$ cat src/rtl/memio_pkg.sv
// memio_pkg: shared types and address decode for the memory-IO controller.
// Region/state enums, region base/mask constants, decode_region() helper.
package memio_pkg;

    typedef enum logic [1:0] {
        REG_NONE,
        REG_ROM,
        REG_RAM,
        REG_GPIO
    } region_e;

    typedef enum logic [1:0] {
        ST_IDLE,
        ST_ACCESS,
        ST_DONE
    } state_e;

    localparam logic [31:0] ROM_BASE    = 32'h0000_0000;
    localparam logic [31:0] RAM_BASE    = 32'h0000_2000;
    localparam logic [31:0] REGION_MASK = 32'hFFFF_E000;

    // GPIO window holds two registers per bank (out latch, sync input);
    // offsets past the last bank fall through to unmapped.
    function automatic region_e decode_region(
        input logic [31:0] addr,
        input logic [31:0] gpio_base,
        input int unsigned banks
    );
        if ((addr & REGION_MASK) == ROM_BASE)
            return REG_ROM;
        if ((addr & REGION_MASK) == RAM_BASE)
            return REG_RAM;
        if (addr >= gpio_base && (addr - gpio_base) < 32'(2 * banks))
            return REG_GPIO;
        return REG_NONE;
    endfunction

endpackage

$ cat src/rtl/memio_gpio_bank.sv
// memio_gpio_bank: one IO bank - output latch, 2-flop input sync, read mux.
// Ports: we_i/wdata_i load the latch; pin_i raw pins; rd_in_i picks input reg.
module memio_gpio_bank
    import memio_pkg::*;
#(
    parameter int unsigned       DATA_W    = 8,
    parameter logic [DATA_W-1:0] RESET_VAL = '0
) (
    input  logic              clk,
    input  logic              reset,
    input  logic              we_i,
    input  logic [DATA_W-1:0] wdata_i,
    input  logic [DATA_W-1:0] pin_i,
    input  logic              rd_in_i,
    output logic [DATA_W-1:0] out_o,
    output logic [DATA_W-1:0] rdata_o
);

    logic [DATA_W-1:0] out_q;
    logic [DATA_W-1:0] out_d;
    logic [DATA_W-1:0] sync1_q;
    logic [DATA_W-1:0] sync2_q;

    assign out_d = we_i ? wdata_i : out_q;

    always_ff @(posedge clk) begin
        if (reset) begin
            out_q   <= RESET_VAL;
            sync1_q <= '0;
            sync2_q <= '0;
        end else begin
            out_q   <= out_d;
            sync1_q <= pin_i;
            sync2_q <= sync1_q;
        end
    end

    assign out_o   = out_q;
    assign rdata_o = rd_in_i ? sync2_q : out_q;

endmodule

$ cat src/rtl/memio_ctrl.sv
// memio_ctrl: clocked ROM/RAM/GPIO decoder with per-region wait states.
// Ports: cpu_* core handshake, mem_*/cs_n external bus, gpio_in/gpio_out banks.
// Build option MEMIO_BUS_ERR_EN adds bus_err, pulsed with cpu_ready on errors.
module memio_ctrl
    import memio_pkg::*;
#(
    parameter int unsigned       DATA_W     = 8,
    parameter int unsigned       ADDR_W     = 16,
    parameter int unsigned       GPIO_BANKS = 2,
    parameter int unsigned       ROM_WAIT   = 1,
    parameter int unsigned       RAM_WAIT   = 1,
    parameter logic [ADDR_W-1:0] GPIO_BASE  = 16'hF000,
    parameter logic [DATA_W-1:0] GPIO_RESET = '0
) (
    input  logic                         clk,
    input  logic                         reset,
    input  logic                         cpu_rd,
    input  logic                         cpu_wr,
    input  logic [ADDR_W-1:0]            cpu_addr,
    input  logic [DATA_W-1:0]            cpu_wdata,
    output logic [DATA_W-1:0]            cpu_rdata,
    output logic                         cpu_ready,
    output logic [ADDR_W-1:0]            mem_addr,
    output logic [DATA_W-1:0]            mem_wdata,
    input  logic [DATA_W-1:0]            mem_rdata,
    output logic                         mem_oe,
    output logic                         rom_cs_n,
    output logic                         ram_cs_n,
    output logic                         mem_we_n,
    input  logic [GPIO_BANKS*DATA_W-1:0] gpio_in,
    output logic [GPIO_BANKS*DATA_W-1:0] gpio_out
`ifdef MEMIO_BUS_ERR_EN
    ,
    output logic                         bus_err
`endif
);

    state_e            state_q;
    logic [3:0]        cnt_q;
    logic              ready_q;
    logic [DATA_W-1:0] rdata_q;
    logic [ADDR_W-1:0] maddr_q;
    logic [DATA_W-1:0] mwdata_q;
    logic              oe_q;
    logic              rom_cs_q;
    logic              ram_cs_q;
    logic              we_n_q;

    logic [31:0]       addr32;
    logic [31:0]       base32;
    logic [3:0]        goff;
    logic [2:0]        gidx;
    region_e           region;
    logic              accept;
    logic [DATA_W-1:0] gpio_rd;
    logic [DATA_W-1:0] bank_rdata [GPIO_BANKS];

    assign addr32 = 32'(cpu_addr);
    assign base32 = 32'(GPIO_BASE);
    assign goff   = 4'(addr32 - base32);
    assign gidx   = goff[3:1];
    assign region = decode_region(addr32, base32, GPIO_BANKS);
    assign accept = (state_q == ST_IDLE) && (cpu_rd ^ cpu_wr);

    // Even offsets are the out latch, odd offsets the read-only input.
    for (genvar k = 0; k < GPIO_BANKS; k++) begin : g_bank
        logic we;
        assign we = accept && cpu_wr && (region == REG_GPIO)
                    && !goff[0] && (gidx == 3'(k));
        memio_gpio_bank #(
            .DATA_W    (DATA_W),
            .RESET_VAL (GPIO_RESET)
        ) u_bank (
            .clk     (clk),
            .reset   (reset),
            .we_i    (we),
            .wdata_i (cpu_wdata),
            .pin_i   (gpio_in[k*DATA_W +: DATA_W]),
            .rd_in_i (goff[0]),
            .out_o   (gpio_out[k*DATA_W +: DATA_W]),
            .rdata_o (bank_rdata[k])
        );
    end

    always_comb begin
        gpio_rd = '0;
        for (int k = 0; k < GPIO_BANKS; k++)
            if (gidx == 3'(k))
                gpio_rd = bank_rdata[k];
    end

`ifdef MEMIO_BUS_ERR_EN
    logic err_q;
    logic bus_err_q;
    assign bus_err = bus_err_q;
`endif

    always_ff @(posedge clk) begin
        if (reset) begin
            state_q  <= ST_IDLE;
            cnt_q    <= '0;
            ready_q  <= 1'b0;
            rdata_q  <= '0;
            maddr_q  <= '0;
            mwdata_q <= '0;
            oe_q     <= 1'b0;
            rom_cs_q <= 1'b1;
            ram_cs_q <= 1'b1;
            we_n_q   <= 1'b1;
`ifdef MEMIO_BUS_ERR_EN
            err_q     <= 1'b0;
            bus_err_q <= 1'b0;
`endif
        end else begin
            unique case (state_q)
                ST_IDLE: begin
                    ready_q <= 1'b0;
                    if (accept) begin
                        maddr_q  <= cpu_addr;
                        mwdata_q <= cpu_wdata;
                        unique case (region)
                            REG_ROM: begin
                                cnt_q    <= 4'(ROM_WAIT);
                                rom_cs_q <= 1'b0;
                                state_q  <= ST_ACCESS;
                            end
                            REG_RAM: begin
                                cnt_q    <= 4'(RAM_WAIT);
                                ram_cs_q <= 1'b0;
                                we_n_q   <= ~cpu_wr;
                                oe_q     <= cpu_wr;
                                state_q  <= ST_ACCESS;
                            end
                            default: begin
                                rdata_q <= (region == REG_GPIO && cpu_rd)
                                           ? gpio_rd : '0;
                                ready_q <= 1'b1;
                                state_q <= ST_DONE;
                            end
                        endcase
`ifdef MEMIO_BUS_ERR_EN
                        err_q     <= (region == REG_NONE)
                                     || (region == REG_ROM && cpu_wr);
                        bus_err_q <= (region == REG_NONE);
`endif
                    end
`ifdef MEMIO_BUS_ERR_EN
                    // Collision completes as an error without touching the bus.
                    else if (cpu_rd && cpu_wr) begin
                        rdata_q   <= '0;
                        ready_q   <= 1'b1;
                        bus_err_q <= 1'b1;
                        state_q   <= ST_DONE;
                    end
`endif
                end
                ST_ACCESS: begin
                    if (cnt_q == 4'd0) begin
                        rdata_q  <= mem_rdata;
                        rom_cs_q <= 1'b1;
                        ram_cs_q <= 1'b1;
                        we_n_q   <= 1'b1;
                        oe_q     <= 1'b0;
                        ready_q  <= 1'b1;
                        state_q  <= ST_DONE;
`ifdef MEMIO_BUS_ERR_EN
                        bus_err_q <= err_q;
`endif
                    end else begin
                        cnt_q <= cnt_q - 4'd1;
                    end
                end
                ST_DONE: begin
                    ready_q <= 1'b0;
                    state_q <= ST_IDLE;
`ifdef MEMIO_BUS_ERR_EN
                    bus_err_q <= 1'b0;
`endif
                end
                default: state_q <= ST_IDLE;
            endcase
        end
    end

    assign cpu_ready = ready_q;
    assign cpu_rdata = rdata_q;
    assign mem_addr  = maddr_q;
    assign mem_wdata = mwdata_q;
    assign mem_oe    = oe_q;
    assign rom_cs_n  = rom_cs_q;
    assign ram_cs_n  = ram_cs_q;
    assign mem_we_n  = we_n_q;

endmodule

$ cat config.mk
export PLATFORM = sky130hd
export DESIGN_NAME = memio_ctrl
export DESIGN_NICKNAME = d
export VERILOG_FILES = /design/src/rtl/memio_pkg.sv /design/src/rtl/memio_gpio_bank.sv /design/src/rtl/memio_ctrl.sv
export SDC_FILE = /design/constraint.sdc
export NUM_CORES = 1
export LEC_CHECK = 0
export ABC_AREA = 1
export CORE_MARGIN = 10
export CORE_UTILIZATION = 48
export CTS_CLUSTER_DIAMETER = 100
export DETAILED_ROUTE_END_ITERATION = 16
export GPL_ROUTABILITY_DRIVEN = 0
export PLACE_DENSITY = 0.82
export SLEW_MARGIN = 0
export SYNTH_ARGS = -nofsm -noshare
export SYNTH_HDL_FRONTEND = slang
export SYNTH_SLANG_ARGS = --single-unit
export TNS_END_PERCENT = 1
$ cat constraint.sdc
create_clock -name clk -period 1.78 [get_ports clk]
set_input_delay 0.534 -clock clk [delete_from_list [all_inputs] [get_ports clk]]
set_output_delay 0.534 -clock clk [all_outputs]
set_load 0.02 [all_outputs]
==> results of run 1 <==
==> worst reg2reg max path: cells and delay by family, from the launching register on <==
family / cells / cell delay [ps]
simple gates: 5 / 770
flops: 1 / 330
fa+ha+maj: 1 / 290
buf+inv: 1 / 110
==> worst min-delay path by stage <==
stage / from / end / slack (ps) / depth (start not counted)
detailed placement: g_bank[0].u_bank.sync1_q[4]$_SDFF_PP0_ / g_bank[0].u_bank.sync2_q[4]$_SDFF_PP0_ / 390 / 2
finish: g_bank[0].u_bank.sync1_q[2]$_SDFF_PP0_ / g_bank[0].u_bank.sync2_q[2]$_SDFF_PP0_ / 400 / 2
global placement: g_bank[0].u_bank.sync1_q[1]$_SDFF_PP0_ / g_bank[0].u_bank.sync2_q[1]$_SDFF_PP0_ / 390 / 2
global route: g_bank[1].u_bank.sync1_q[1]$_SDFF_PP0_ / g_bank[1].u_bank.sync2_q[1]$_SDFF_PP0_ / 420 / 2
CTS: g_bank[0].u_bank.sync1_q[2]$_SDFF_PP0_ / g_bank[0].u_bank.sync2_q[2]$_SDFF_PP0_ / 410 / 2
floorplan: g_bank[0].u_bank.sync1_q[0]$_SDFF_PP0_ / g_bank[0].u_bank.sync2_q[0]$_SDFF_PP0_ / 390 / 2
==> flip-flops by register name (all words and copies together) (netlist names), 2 cells and up <==
name                   cells
g_bank.u_bank.out_o       16
g_bank.u_bank.sync1_q     16
g_bank.u_bank.sync2_q     16
mem_addr                  16
cpu_rdata                  8
mem_wdata                  8
cnt_q                      4
state_q                    2
==> cells in the mapped netlist (4+ instances only) <==
library cell  count  area share, %
buf_2             8            1.0
nor2_4            5            1.4
dfxtp_1          91             47
a21oi_1          20            2.6
inv_1            79            7.6
nand2_1         133             13
clkbuf_1          4           0.38
nor2_1          129             12
ha_1              5            1.6
buf_6             4            1.2
o21ai_0          47            6.0
nand3_1          13            1.7
inv_2             6           0.58
==> repair_timing <==
action,4_1_cts,5_1_grt
buffers inserted,0,0
hold buffers,0,0
gates resized for setup,53,9
endpoints found under the setup margin,53,32
==> report_power, final <==
part           leakage [µW]  internal (µW)  switching (µW)
clock              0.000102            822             689
sequential         0.000749           2300             128
combinational       0.00191            738            1120
==> metrics by stage <==
step                      power, µW  setup slack (ps)  utilization (%)  instance area, µm²
after floorplan                3580               321                -                3910
after global placement         4370              -217             65.7                5150
after detailed placement       4430              -310             65.7                5150
after CTS                      5800              51.9             67.6                5310
after global routing           6150             -25.2             67.9                5330
final                          5800               109             67.9                5330
==> routing by layer <==
| metal | vias up | wire length [µm] |
|---|---|---|
| met5 | - | 0 |
| met4 | 0 | 286 |
| met3 | 23 | 667 |
| met2 | 106 | 5240 |
| met1 | 1667 | 4280 |
| li1 | 1923 | - |
==> cell type report <==
| class | count | area (µm²) |
|---|---|---|
| inverters | 86 | 325 |
| multi-input cells | 366 | 1640 |
| fillers | 670 | 2520 |
| clock buffers | 11 | 141 |
| well taps | 102 | 128 |
| repair buffers | 128 | 1190 |
| flip-flops and latches | 91 | 1820 |
| clock inverters | 4 | 75.1 |
==> cells by family after synthesis <==
group,synth area share (%)
simple gates,31.0
buf+inv,12.0
flops,46.5
compound gates,8.70
fa+ha+maj,1.60
xor+xnor,0.224
==> flow_summary.json, run 1 <==
{
  "status": "finished clean",
  "cp_max_fo": 4,
  "synth.avg_cell_area_um2": 6.91,
  "grt_max_degree": 37,
  "max_stage_delay_ps": 500,
  "grt.total_usage_pct": 17.2,
  "slew_violations": 0,
  "final_antenna_net_count": 0,
  "timing.final.crit_share_pct": 93.9,
  "met1_usage_pct": 19.3,
  "irDropWorstVdd_mv": 0.586,
  "slew_headroom_pct": 76.2,
  "cts_max_level": 3,
  "rows": 32,
  "startpoint_type": "primary input",
  "cts.path.max_buffers": 2,
  "drc": 0,
  "slowest_stage": "clkdlybuf4s50_1",
  "min_path_type": "flop to flop",
  "die_y_um": 110,
  "rsz0062_at_grt": "yes",
  "cts_tree": "done",
  "first_global_vias": 3687,
  "use_met3_pct": 3.42,
  "yosysSeqAreaShare_pct": 46.5,
  "final_common_cell": "nand2_1",
  "dr.pass1.iters": 4,
  "yosys_warnings": 0,
  "fin_crit_ps": 1670,
  "cellLeakagePower_uw": 0.00276,
  "path_delay_family": "buffers and inverters",
  "initial_core_util_pct": 49.9,
  "grtUsageMet2_pct": 30.1,
  "cp-endpoint": "state_q[1]$_SDFFE_PP0P_",
  "critPathKind": "primary input to flop",
  "grt_busiest_layer": "met2",
  "p_per_area_nw_per_um2": 1090,
  "clock_sinks": 91,
  "numCtsBuffers": 9,
  "end_kind": "flop",
  "hpwl_mm": 8.10,
  "synth_top_flop_cell": "dfxtp_1",
  "timing.critical_path.mode_cell": "nand2_1",
  "num-nets-final": 739,
  "r2r_slack_ps": 190,
  "rr_endpoint": "g_bank[1].u_bank.out_o[4]$_SDFFE_PP0P_",
  "yosysUniqueCellTypes": 28,
  "die_area_um2": 12200,
  "area_delta_synth_final_pct": 36.1,
  "skew_ps": 9.63,
  "synthCells": 566,
  "drtIter0Drc": 182,
  "hold_violations": 0,
  "antennaDiodeCount": 0,
  "clk_latency_ps": 350,
  "synth-seq-cells": 91,
  "fin_cells": 788,
  "arrival_ps": 1900,
  "io_pins": 105,
  "core_area_um2": 7850,
  "ctsRootBufferMaster": "clkbuf_8",
  "vias": 3719,
  "hold_slack_ps": 404,
  "reg2reg_depth": 7,
  "tns_ps": 0,
  "wire_per_inst_um": 13.3,
  "synth_edf_count": 0,
  "drive_above_1_share_pct": 9.18,
  "worst_slew_pin_slew_ps": 357,
  "syn_nets": 623,
  "cp-startpoint": "cpu_rd",
  "cp.buffers_inverters": 3,
  "clkTransAtPathRegs_ps": 80,
  "grt_overflow": 0,
  "async_flop_share_pct": 0,
  "worstPathCellList": "clkdlybuf4s50_1 > inv_2 > nand2_1 > nand2_1 > nand2_1 > nand2_2 > buf_4 > o21ai_0 > a21oi_1",
  "cp.depth": 9,
  "rr_startpoint": "state_q[1]$_SDFFE_PP0P_",
  "antenna_found_initial": 0,
  "worstPathRequired_ps": 2010,
  "io_buffers": 104,
  "netlist_area_um2": 3910,
  "dp_cells": 773,
  "dieWidth_um": 110,
  "layout_common_cells": "nand2_1, nor2_1, dfxtp_1, inv_1, dlygate4sd2_1",
  "finalSetupViolCount": 0,
  "clock.fmax_mhz": 598,
  "vias_per_cell": 4.72,
  "maxCapViolCount": 0,
  "routed_wl_mm": 10.5,
  "grt_pass1_wl_mm": 16.7
}
No activity file was read; power rests on OpenSTA's default activity.
==> run 2, diff against run 1 <==
--- a/config.mk
+++ b/config.mk
@@ -12,7 +12,7 @@
 export DETAILED_ROUTE_END_ITERATION = 16
 export GPL_ROUTABILITY_DRIVEN = 0
 export PLACE_DENSITY = 0.82
-export SLEW_MARGIN = 0
+export SLEW_MARGIN = 40
 export SYNTH_ARGS = -nofsm -noshare
 export SYNTH_HDL_FRONTEND = slang
 export SYNTH_SLANG_ARGS = --single-unit
==> results of run 2 <==
Final layout, timing and power as in run 1 (identical DEF).
==> run 3, diff against run 2 <==
==> constraint.sdc (replaced) <==
create_clock -name clk -period 1.78 [get_ports clk]
set_input_delay 0.534 -clock clk [delete_from_list [all_inputs] [get_ports clk]]
set_output_delay 0.534 -clock clk [all_outputs]
set_load 0.005 [all_outputs]
==> run 3 against run 2 <==
  * Design area grew 1.9%
  * Non-clock buffer count is the same
  * Routed wire length grew 0.59%
  * Critical path depth shrank 8
==> flow_summary.json, run 3 (synthesized netlist as in run 1, its figures left out) <==
{
  "hold_slack_ps": 404,
  "wl_met3_um": 743,
  "initial_core_util_pct": 49.9,
  "critPathKind": "flop to output port",
  "routed_wl_mm": 10.5,
  "top_layer_used": "met4",
  "hpwl_mm": 8.10,
  "drive_above_1_share_pct": 10.1,
  "ctsRootBufferMaster": "clkbuf_8",
  "max_stage_delay_ps": 520,
  "vias_per_cell": 4.78,
  "regArea_um2": 1830,
  "arrival_ps": 1240,
  "status": "finished clean",
  "skew_ps": 9.35,
  "antenna_found_initial": 0,
  "multiInputGateArea_um2": 1640,
  "rows": 32,
  "grt_max_degree": 37,
  "slowest_stage": "clkdlybuf4s50_1",
  "area_delta_synth_final_pct": 38.7,
  "wl_met2_mm": 5.36,
  "tns_ps": 0,
  "clkPwrFrac_pct": 26.5,
  "p_per_area_nw_per_um2": 1050,
  "cellLeakagePower_uw": 0.00278,
  "num-nets-final": 739,
  "grt.total_usage_pct": 17.2,
  "clk_latency_ps": 360,
  "holdBufCountCts": 0,
  "clock_sinks": 91,
  "dp_cells": 773,
  "layout_common_cells": "nand2_1, nor2_1, clkdlybuf4s50_1, dfxtp_1, inv_1",
  "cts.path.max_buffers": 2,
  "cts_max_level": 3,
  "first_global_vias": 3686,
  "numCtsBuffers": 9,
  "clock.fmax_mhz": 564,
  "die_y_um": 110,
  "timing.final.crit_share_pct": 99.5,
  "dieWidth_um": 110,
  "io_buffers": 104,
  "final_antenna_net_count": 0,
  "seq_power_share_pct": 42.8,
  "rsz0062_at_grt": "yes",
  "dr.pass1.iters": 5,
  "fin_cells": 788,
  "final_common_cell": "nand2_1",
  "cts_setup_buffers": 0,
  "core_area_um2": 7850,
  "fin_crit_ps": 1770,
  "drc": 0,
  "wl_met1_mm": 4.17,
  "worstPathCellList": "clkdlybuf4s50_1",
  "finalSetupViolCount": 0,
  "post_cts_resized": 6,
  "antennaDiodeCount": 0,
  "cp_max_fo": 2,
  "io_pins": 105,
  "path_delay_family": "buffers and inverters",
  "worstPathRequired_ps": 1250,
  "placed_area_um2": 5150,
  "r2r_slack_ps": 180,
  "worst_slew_pin_slew_ps": 349,
  "maxCapViolCount": 0,
  "cts_tree": "done",
  "p_sw_share_pct": 30.1,
  "fin_area_um2": 5430,
  "slew_headroom_pct": 76.8,
  "clkTransAtPathRegs_ps": 80,
  "hold_violations": 0,
  "switchingPower_uw": 1720,
  "grt_overflow": 0,
  "internal_power_uw": 3990,
  "min_path_type": "flop to flop",
  "cp.buffers_inverters": 1,
  "irDropWorstVdd_mv": 0.586,
  "drtIter0Drc": 159,
  "vias": 3765,
  "end_kind": "output port",
  "slew_violations": 0,
  "filler_cell_count": 639,
  "die_area_um2": 12200,
  "grt_pass1_wl_mm": 16.7,
  "startpoint_type": "flop",
  "wire_per_inst_um": 13.4,
  "comb_power_share_pct": 30.7
}
-- run 3: worst paths after layout --
check                                                            start                                     end  cells after the start
worst max-delay path                         cpu_rdata[5]$_SDFFE_PP0P_                            cpu_rdata[5]                      1
worst min register to register  g_bank[0].u_bank.sync1_q[2]$_SDFF_PP0_  g_bank[0].u_bank.sync2_q[2]$_SDFF_PP0_                      2
worst max register to register                 state_q[1]$_SDFFE_PP0P_  g_bank[1].u_bank.out_o[4]$_SDFFE_PP0P_                      7
worst min-delay path            g_bank[0].u_bank.sync1_q[2]$_SDFF_PP0_  g_bank[0].u_bank.sync2_q[2]$_SDFF_PP0_                      2
-- run 3: per-layer routing --
metal,track usage (%),vias to the layer above
met1,19.3,1695
met2,30.3,121
met3,3.31,26
li1,-,1923
met5,0,-
met4,8.81,0
-- run 3: final cells by class --
class / instances / share of cell area, %
clock buffers: 11 / 2.61
inverters: 86 / 5.99
well taps: 102 / 2.35
multi-input cells: 366 / 30.3
flip-flops and latches: 91 / 33.7
clock inverters: 4 / 1.38
repair buffers: 128 / 23.7
-- run 3: power by group through the flow --
| stage | registers, µW | logic (µW) | clock network (µW) |
|---|---|---|---|
| CTS | 2440 | 1740 | 1540 |
| global route | 2470 | 1960 | 1630 |
| global placement | 2470 | 1660 | 0 |
| detailed placement | 2480 | 1720 | 0 |
| finish | 2440 | 1760 | 1510 |
| floorplan | 2480 | 873 | 0 |
-- run 3: metrics by stage --
step	setup slack [ps]	total power (µW)	util, %
after floorplan	321	3350	-
after global placement	-217	4130	65.7
after detailed placement	-310	4200	65.7
after CTS	4.61	5710	68.4
after global routing	-27.5	6060	69.1
final	8.36	5710	69.1
